--- config.mk ---
export PLATFORM = sky130hd
export DESIGN_NAME = reg_file_2r1w_flat
export DESIGN_NICKNAME = d
export VERILOG_FILES = /design/src/rtl/reg_file_2r1w_pkg.sv /design/src/rtl/reg_file_2r1w_if.sv /design/src/rtl/reg_file_2r1w_cell.sv /design/src/rtl/reg_file_2r1w.sv /design/src/flat_wrapper.sv
export SDC_FILE = /design/constraint.sdc
export NUM_CORES = 2
export LEC_CHECK = 0
export CAP_MARGIN = 20
export CORE_ASPECT_RATIO = 1.1
export CORE_MARGIN = 2
export CORE_UTILIZATION = 60
export DETAILED_ROUTE_END_ITERATION = 10
export PLACE_DENSITY_LB_ADDON = 0.12
export SLEW_MARGIN = 20
export SYNTH_ARGS = -nofsm -noshare
export SYNTH_HDL_FRONTEND = slang
export SYNTH_HIERARCHICAL = 1
export SYNTH_SLANG_ARGS = --single-unit
--- constraint.sdc ---
create_clock -name clk -period 3.5 [get_ports clk]
set_input_delay 0.7 -clock clk [delete_from_list [all_inputs] [get_ports clk]]
set_output_delay 0.7 -clock clk [all_outputs]
set_load 0.1 [all_outputs]
--- src/rtl/reg_file_2r1w_pkg.sv ---
// Shared processor package: register-file sizing defaults
// and the address-width derivation used by the RTL.
package reg_file_2r1w_pkg;

  localparam int DEF_DATA_W   = 32;
  localparam int DEF_NUM_REGS = 32;

  function automatic int addr_w(input int n);
    return (n > 1) ? $clog2(n) : 1;
  endfunction

endpackage

--- src/rtl/reg_file_2r1w_if.sv ---
// Write port plus two registered read ports of the
// register file, bundled with master/slave modports.
interface reg_file_2r1w_if
  import reg_file_2r1w_pkg::*;
#(
  parameter int DATA_W   = DEF_DATA_W,
  parameter int NUM_REGS = DEF_NUM_REGS
);

  localparam int ADDR_W = addr_w(NUM_REGS);

  logic              we;
  logic [ADDR_W-1:0] waddr;
  logic [DATA_W-1:0] wdata;

  logic              re_a;
  logic [ADDR_W-1:0] raddr_a;
  logic [DATA_W-1:0] rdata_a;
  logic              valid_a;

  logic              re_b;
  logic [ADDR_W-1:0] raddr_b;
  logic [DATA_W-1:0] rdata_b;
  logic              valid_b;

  modport master (
    output we, waddr, wdata,
    output re_a, raddr_a,
    output re_b, raddr_b,
    input  rdata_a, valid_a,
    input  rdata_b, valid_b
  );

  modport slave (
    input  we, waddr, wdata,
    input  re_a, raddr_a,
    input  re_b, raddr_b,
    output rdata_a, valid_a,
    output rdata_b, valid_b
  );

endinterface

--- src/rtl/reg_file_2r1w_cell.sv ---
// One register-file entry: load-enabled register
// with active-low asynchronous clear.
module regfile_cell #(
  parameter int W = 32
) (
  input  logic         clk,
  input  logic         clr_n,
  input  logic         en,
  input  logic [W-1:0] d,
  output logic [W-1:0] q
);

  always_ff @(posedge clk or negedge clr_n) begin
    if (!clr_n) begin
      q <= '0;
    end else if (en) begin
      q <= d;
    end
  end

endmodule

--- src/rtl/reg_file_2r1w.sv ---
// Two-read one-write register file, r0 hardwired to zero,
// registered read ports with write-to-read bypass.
module reg_file_2r1w
  import reg_file_2r1w_pkg::*;
#(
  parameter int DATA_W   = DEF_DATA_W,
  parameter int NUM_REGS = DEF_NUM_REGS
) (
  input logic            clk,
  input logic            reset,
  reg_file_2r1w_if.slave bus
);

  localparam int ADDR_W = addr_w(NUM_REGS);
  localparam int DEPTH  = 2 ** ADDR_W;

  logic [DATA_W-1:0] regs [DEPTH];
  logic [DEPTH-1:0]  live;

  // Decode space is padded to a power of two; r0 and any
  // slot past NUM_REGS are constant zero and never written.
  genvar i;
  generate
    for (i = 0; i < DEPTH; i++) begin : g_ent
      if (i == 0 || i >= NUM_REGS) begin : g_zero
        assign regs[i] = '0;
        assign live[i] = 1'b0;
      end else begin : g_cell
        assign live[i] = 1'b1;
        regfile_cell #(
          .W(DATA_W)
        ) u_cell (
          .clk   (clk),
          .clr_n (reset),
          .en    (bus.we && bus.waddr == ADDR_W'(i)),
          .d     (bus.wdata),
          .q     (regs[i])
        );
      end
    end
  endgenerate

  logic              hit_a;
  logic              hit_b;
  logic [DATA_W-1:0] rd_a;
  logic [DATA_W-1:0] rd_b;

  always_comb begin
    hit_a = bus.we && (bus.waddr == bus.raddr_a)
            && live[bus.raddr_a];
    hit_b = bus.we && (bus.waddr == bus.raddr_b)
            && live[bus.raddr_b];
    rd_a  = hit_a ? bus.wdata : regs[bus.raddr_a];
    rd_b  = hit_b ? bus.wdata : regs[bus.raddr_b];
  end

  always_ff @(posedge clk or negedge reset) begin
    if (!reset) begin
      bus.rdata_a <= '0;
      bus.valid_a <= 1'b0;
    end else begin
      bus.valid_a <= bus.re_a;
      if (bus.re_a) begin
        bus.rdata_a <= rd_a;
      end
    end
  end

  always_ff @(posedge clk or negedge reset) begin
    if (!reset) begin
      bus.rdata_b <= '0;
      bus.valid_b <= 1'b0;
    end else begin
      bus.valid_b <= bus.re_b;
      if (bus.re_b) begin
        bus.rdata_b <= rd_b;
      end
    end
  end

endmodule

--- src/flat_wrapper.sv ---
// flat-port wrapper written by rule: the top's interface ports become plain ports
module reg_file_2r1w_flat import reg_file_2r1w_pkg::*;
#(
  parameter int DATA_W   = DEF_DATA_W,
  parameter int NUM_REGS = DEF_NUM_REGS
)
  (clk, reset, bus_we, bus_waddr, bus_wdata, bus_re_a, bus_raddr_a, bus_re_b, bus_raddr_b, bus_rdata_a, bus_valid_a, bus_rdata_b, bus_valid_b);
  reg_file_2r1w_if #(.DATA_W(DATA_W), .NUM_REGS(NUM_REGS)) bus_i ();
  input logic clk;
  input logic reset;
  input wire logic [$bits(bus_i.we)-1:0] bus_we;
  input wire logic [$bits(bus_i.waddr)-1:0] bus_waddr;
  input wire logic [$bits(bus_i.wdata)-1:0] bus_wdata;
  input wire logic [$bits(bus_i.re_a)-1:0] bus_re_a;
  input wire logic [$bits(bus_i.raddr_a)-1:0] bus_raddr_a;
  input wire logic [$bits(bus_i.re_b)-1:0] bus_re_b;
  input wire logic [$bits(bus_i.raddr_b)-1:0] bus_raddr_b;
  output wire logic [$bits(bus_i.rdata_a)-1:0] bus_rdata_a;
  output wire logic [$bits(bus_i.valid_a)-1:0] bus_valid_a;
  output wire logic [$bits(bus_i.rdata_b)-1:0] bus_rdata_b;
  output wire logic [$bits(bus_i.valid_b)-1:0] bus_valid_b;
  assign bus_i.we = bus_we;
  assign bus_i.waddr = bus_waddr;
  assign bus_i.wdata = bus_wdata;
  assign bus_i.re_a = bus_re_a;
  assign bus_i.raddr_a = bus_raddr_a;
  assign bus_i.re_b = bus_re_b;
  assign bus_i.raddr_b = bus_raddr_b;
  assign bus_rdata_a = bus_i.rdata_a;
  assign bus_valid_a = bus_i.valid_a;
  assign bus_rdata_b = bus_i.rdata_b;
  assign bus_valid_b = bus_i.valid_b;
  reg_file_2r1w #(.DATA_W(DATA_W), .NUM_REGS(NUM_REGS)) u_core (.clk(clk), .reset(reset), .bus(bus_i));
endmodule
## Word level (Yosys, flattened, before mapping)

Memory sizes are Yosys's and may differ from the RTL's.
Cells that the tools add are included.

- Bits in registers: 1058
- Bits in read-only memories: 64
- Bits of input ports: 52
- Output and inout port bits: 66
- Logic and storage cells: 121
- Memories: 2

- Magnitude comparators: 4
- Equality and inequality tests: 33
- Mux-type cells: 10
- Bitwise gates (word level): 2
- Reduce and logical (&&, ||, !) cells: 35

Memory list:

| memory | depth | width | read ports | clocked after memory_dff | write ports | line | RTL |
|---|---|---|---|---|---|---|---|
| (name not given) | 32 | 1 | 1 | 0 | 0 | reg_file_2r1w.sv:50 | `&& live[bus.raddr_a];` |
| (name not given) | 32 | 1 | 1 | 0 | 0 | reg_file_2r1w.sv:52 | `&& live[bus.raddr_b];` |

Operators by type and width:

| kind | count |
|---|---|
| $bmux W32 S5 | 2 |
| $mux W32 | 6 |
| $eq A5 B5 Y1 const B | 16 |
| $eq A5 B4 Y1 const B | 8 |
| $logic_and A1 B1 Y1 | 35 |
| $eq A5 B3 Y1 const B | 4 |
| $ge A6 B6 Y1 const B | 2 |
| $lt A5 B6 Y1 const B | 2 |
| $not A5 Y6 | 2 |
| $eq A5 B2 Y1 const B | 2 |
| $eq A5 B5 Y1 | 2 |
| $eq A5 B1 Y1 const B | 1 |
| $mux W1 | 2 |

## Depth between registers and ports, before layout

- Depth after elaboration: 5
- Mapped depth: 9
- Gate-level depth less buffers: 5

## Modules after synthesis

Netlist, hierarchy kept.

Modules (own cells, without submodules):

| module | instances | cells an instance | area each (sq um) | sequential area each (sq um) |
|---|---|---|---|---|
| regfile_cell | 31 | 68 | 1345.0 | 800.8 |
| reg_file_2r1w | 1 | 1660 | 19004.5 | 1651.6 |

## Least setup slack after synthesis

OpenSTA, ideal clock, no wires.

- Path kind: input to register
- Start: input bus_raddr_b[1]
- End: register u_core.bus.rdata_b[16]
- Library setup time: 0.133 ns
- Data arrival time: 2.273 ns
- Data required time: 3.367 ns
- Setup slack: 1.094 ns
- Cell stages on the path: 8
- Path buffers: 4
- Cells stage by stage: buf_2 > buf_2 > buf_2 > buf_2 > mux2i_1 > nor2_1 > a2111oi_0 > nor2_1

- Cells in the longest elaborated chain, start to end: 5
- Elaborated cells between the ends (all ways): 10
- Those cells by class: eq/ne (1); mux (5); bitwise (1); reduce/logical (2); memory (1)

Ends and longest elaborated chain:

| element | line | RTL |
|---|---|---|
| from (decl) | flat_wrapper.sv:17 | `input wire logic [$bits(bus_i.raddr_b)-1:0] bus_raddr_b;` |
| $not A5 Y6 (not written as such) | reg_file_2r1w.sv:54 | `rd_b = hit_b ? bus.wdata : regs[bus.raddr_b];` |
| $bmux W32 S5 | reg_file_2r1w.sv:54 |  |
| $mux W32 (not written as such) (2 in series) | reg_file_2r1w.sv:54 |  |
| $mux W32 (*) | reg_file_2r1w.sv:54 |  |
| to (signal assigned) | reg_file_2r1w.sv:76 | `bus.rdata_b <= rd_b;` |
| to (decl) | reg_file_2r1w_if.sv:39 | `output rdata_b, valid_b` |

Every way passes the cells marked *; elsewhere a longest branch is shown, timed or not. The select of a mux whose other input is x is not followed.
A chain may end at the register's enable or synchronous reset.

## Worst setup path in the final report

- Start: register u_core.bus.valid_b
- End: output bus_valid_b

RTL lines:

| element | line | RTL |
|---|---|---|
| from (decl) | reg_file_2r1w_if.sv:39 |  |
| from (signal assigned) | reg_file_2r1w.sv:74 | `bus.valid_b <= bus.re_b;` |
| to (decl) | flat_wrapper.sv:21 | `output wire logic [$bits(bus_i.valid_b)-1:0] bus_valid_b;` |

No word-level cell between the ends.

==> results.py <==
metrics = {
    "sta": {
        "min_period_ns": 2.870,
        "min_period_over_period_pct": 82.01,
        "setup_tns_ns": 0,
        "fmax_ghz": 0.3484,
        "fin_skew_ns": 0.01623,
        "slew_violations": 0,
        "rsz0062_at_grt": "no",
        "worstMarginPinSlew_ns": 1.061,
        "setup_viol": 0,
        "maxSlewHeadroom_pct": 29.01,
        "final_hold_viol_count": 0,
    },
    "grt": {
        "grt-ovfl-total": 0,
        "grt.total_usage_pct": 37.50,
        "grt_pass1_wl_um": 284200,
        "antenna_found_initial": 4,
        "grt_pass1_vias": 40224,
        "grt_max_degree": 125,
    },
    "clock_tree": {
        "ctsResizeCount": 0,
        "cts_tree": "yes",
        "clkTransAtPathRegs_ns": 0.06,
        "htreeDepth": 3,
        "cts_setup_buffers": 0,
        "clk_path_buf_depth": 3,
        "clk_latency_ns": 0.70,
        "holdBufCountCts": 1,
        "cts_sinks": 1058,
        "cts_root_buf": "clkbuf_16",
        "cts_made_buffers": 112,
    },
    "placed_design": {
        "gp_congestion": 0.8737,
        "port_buffers": 117,
        "dp_hpwl_um": 117000,
        "place_inst": 5083,
    },
    "setup_path": {
        "crit_path_end_kind": "output pin",
        "critPathRequiredTime_ns": 2.80,
        "path_cells": "clkdlybuf4s50_1",
        "cp.buffers_inverters": 1,
        "critical_path_class": "register to output pin",
        "critPathMaxFanout": 1,
        "slowest_delay_ns": 1.14,
        "crit_arrival_ns": 2.17,
        "cp_slowest_cell": "clkdlybuf4s50_1",
        "path_delay_family": "buffers and inverters",
        "start_kind": "register",
    },
    "route": {
        "drt_iter0_markers": 4407,
        "final_antenna_net_count": 0,
        "route.detailed.drc": 0,
        "vias": 37921,
        "wl_um": 192300,
        "routed_via_density": 7.171,
        "wl_per_cell_um": 36.37,
        "drt-pass1-iter-count": 5,
    },
    "power": {
        "ir_worst_vdd_mv": 0.4914,
        "p_leak_uw": 0.02928,
        "power_density_nw_per_um2": 576.3,
    },
    "logic_synthesis": {
        "synth_edf_count": 0,
        "yosysUniqueCellTypes": 53,
        "async_flop_share_pct": 100.0,
        "synth.area.top_cells": "dfrtp_1 (44%), mux2_4 (23%), mux4_2 (15%)",
        "synth_flop_cell": "dfrtp_1",
        "yosysTopAreaCell": "dfrtp_1",
        "syn-cell-area_um2": 60700,
        "yosys_warnings": 6,
        "ys_seq_area_share_pct": 43.62,
        "yosysMostFrequentCell": "dfrtp_1",
        "synth_top_area_share_pct": 43.62,
        "netlist_instances": 3768,
        "synth.net_count": 3820,
        "synth_common_cells": "dfrtp_1 (1058), mux2_4 (930), mux4_2 (413)",
        "syn_avg_cell_area_um2": 16.11,
        "ys_ff_latch": 1058,
    },
    "final_layout": {
        "multi_input_area_um2": 31130,
        "area_growth_pct": 10.34,
        "n_antenna_cell": 0,
        "instances_no_fill": 5288,
        "nFillCells": 6865,
        "drive_gt1_share_pct": 50.68,
        "finalNetCount": 3948,
        "seq_area_um2": 26480,
    },
    "min_path": {
        "hp-class": "register to register",
    },
    "floorplanning": {
        "die_x_um": 307.3,
        "io_pins": 118,
        "fp.dieArea_um2": 103700,
        "dieHeight_um": 337.6,
        "core_um2": 100400,
        "rows": 122,
        "initial_utilization_pct": 60.43,
    },
    "run": {
        "cap_violations": 0,
    },
    "status": {
        "status": "completed",
    },
}
worst paths after layout:
check,startpoint,end,slack [ns],cells past startpoint
min in group asynchronous,reset,u_core/g_ent[30].g_cell.u_cell/q[3],0.54,2
max in group asynchronous,reset,u_core/g_ent[9].g_cell.u_cell/q[20],1.77,3
worst min register to register,u_core/g_ent[21].g_cell.u_cell/q[31],u_core/g_ent[21].g_cell.u_cell/q[31],0.53,1
worst max-delay path,u_core/bus.valid_b,bus_valid_b,0.63,1
worst max register to register,u_core/g_ent[19].g_cell.u_cell/q[3],u_core/bus.rdata_b[3],1.42,5
worst min-delay path,u_core/g_ent[21].g_cell.u_cell/q[31],u_core/g_ent[21].g_cell.u_cell/q[31],0.53,1
registers in the layout (all words and copies together) (netlist names):
register                      cells
u_core/bus.rdata_a               32
u_core/bus.rdata_b               32
u_core/bus.valid_a                1
u_core/bus.valid_b                1
u_core/g_ent.g_cell.u_cell/q    992
per-stage QoR:
stage          utilization (%)  hold slack (ns)  setup slack [ns]  total power, µW  instance area (µm²)
3_5_place_dp             62.93           0.5122            0.2950            26130                63200
6_report                 66.68           0.5277            0.6298            38600                66980
5_1_grt                  66.68           0.5431            0.5977            39930                66980
3_3_place_gp             62.93           0.5023            0.3765            25650                63200
2_1_floorplan                -           0.4044             1.094            23280                60700
4_1_cts                  66.70           0.5309            0.6037            38580                67000
area by class of cell:
class                   instances  area share, %
multi-input cells            2350          46.47
clock buffers                 166          4.881
flip-flops and latches       1058          39.53
inverters                      16        0.08967
clock inverters                38         0.7678
well taps                    1302          2.432
repair buffers                358          5.827
placed cells by master, fill, tap and decap left out, drive strengths merged, types with 3 or more instances in the layout:
cell,instances
mux4,413
a21o,11
nand3b,3
xnor2,7
a221o,22
inv,21
bufinv,12
mux2i,127
nand4,17
clkbuf,166
o22ai,60
o22a,14
clkdlybuf4s50,38
o21ai,25
o211ai,12
a31oi,5
nor3,42
nand3,30
nor3b,6
o211a,21
nand2b,7
buf,319
clkinv,19
dfrtp,1058
nor2,46
a22oi,96
o21a,20
nand2,75
a211oi,11
a2111oi,5
a221oi,31
and2,3
mux2,1068
nor2b,64
a21oi,67
a211o,25
logic make-up (layout without fill, tap and decap cells):
group / Yosys count / in the layout / share of synthesized area [%]
buffers and inverters: 360 / 578 / 5.557
DFF: 1058 / 1058 / 43.62
AOI/OAI and AO/OA: 430 / 430 / 5.186
and+or+nand+nor: 304 / 304 / 2.544
muxes: 1608 / 1608 / 42.98
xor gates and xnor gates: 8 / 8 / 0.1154
where the power goes:
part	switching [µW]	total (µW)	internal, µW
Sequential	2150	16800	14600
Clock	5090	12400	7310
Combinational	3900	9450	5540
Total	11100	38600	27500
metal layers:
| metal | routed length, µm | GRT usage (%) |
|---|---|---|
| met2 | 89600 | 58.13 |
| met5 | 17 | 0 |
| met1 | 77290 | 51.83 |
| met4 | 8889 | 15.88 |
| met3 | 16530 | 7.899 |
No activity file was read; power rests on OpenSTA's default activity.
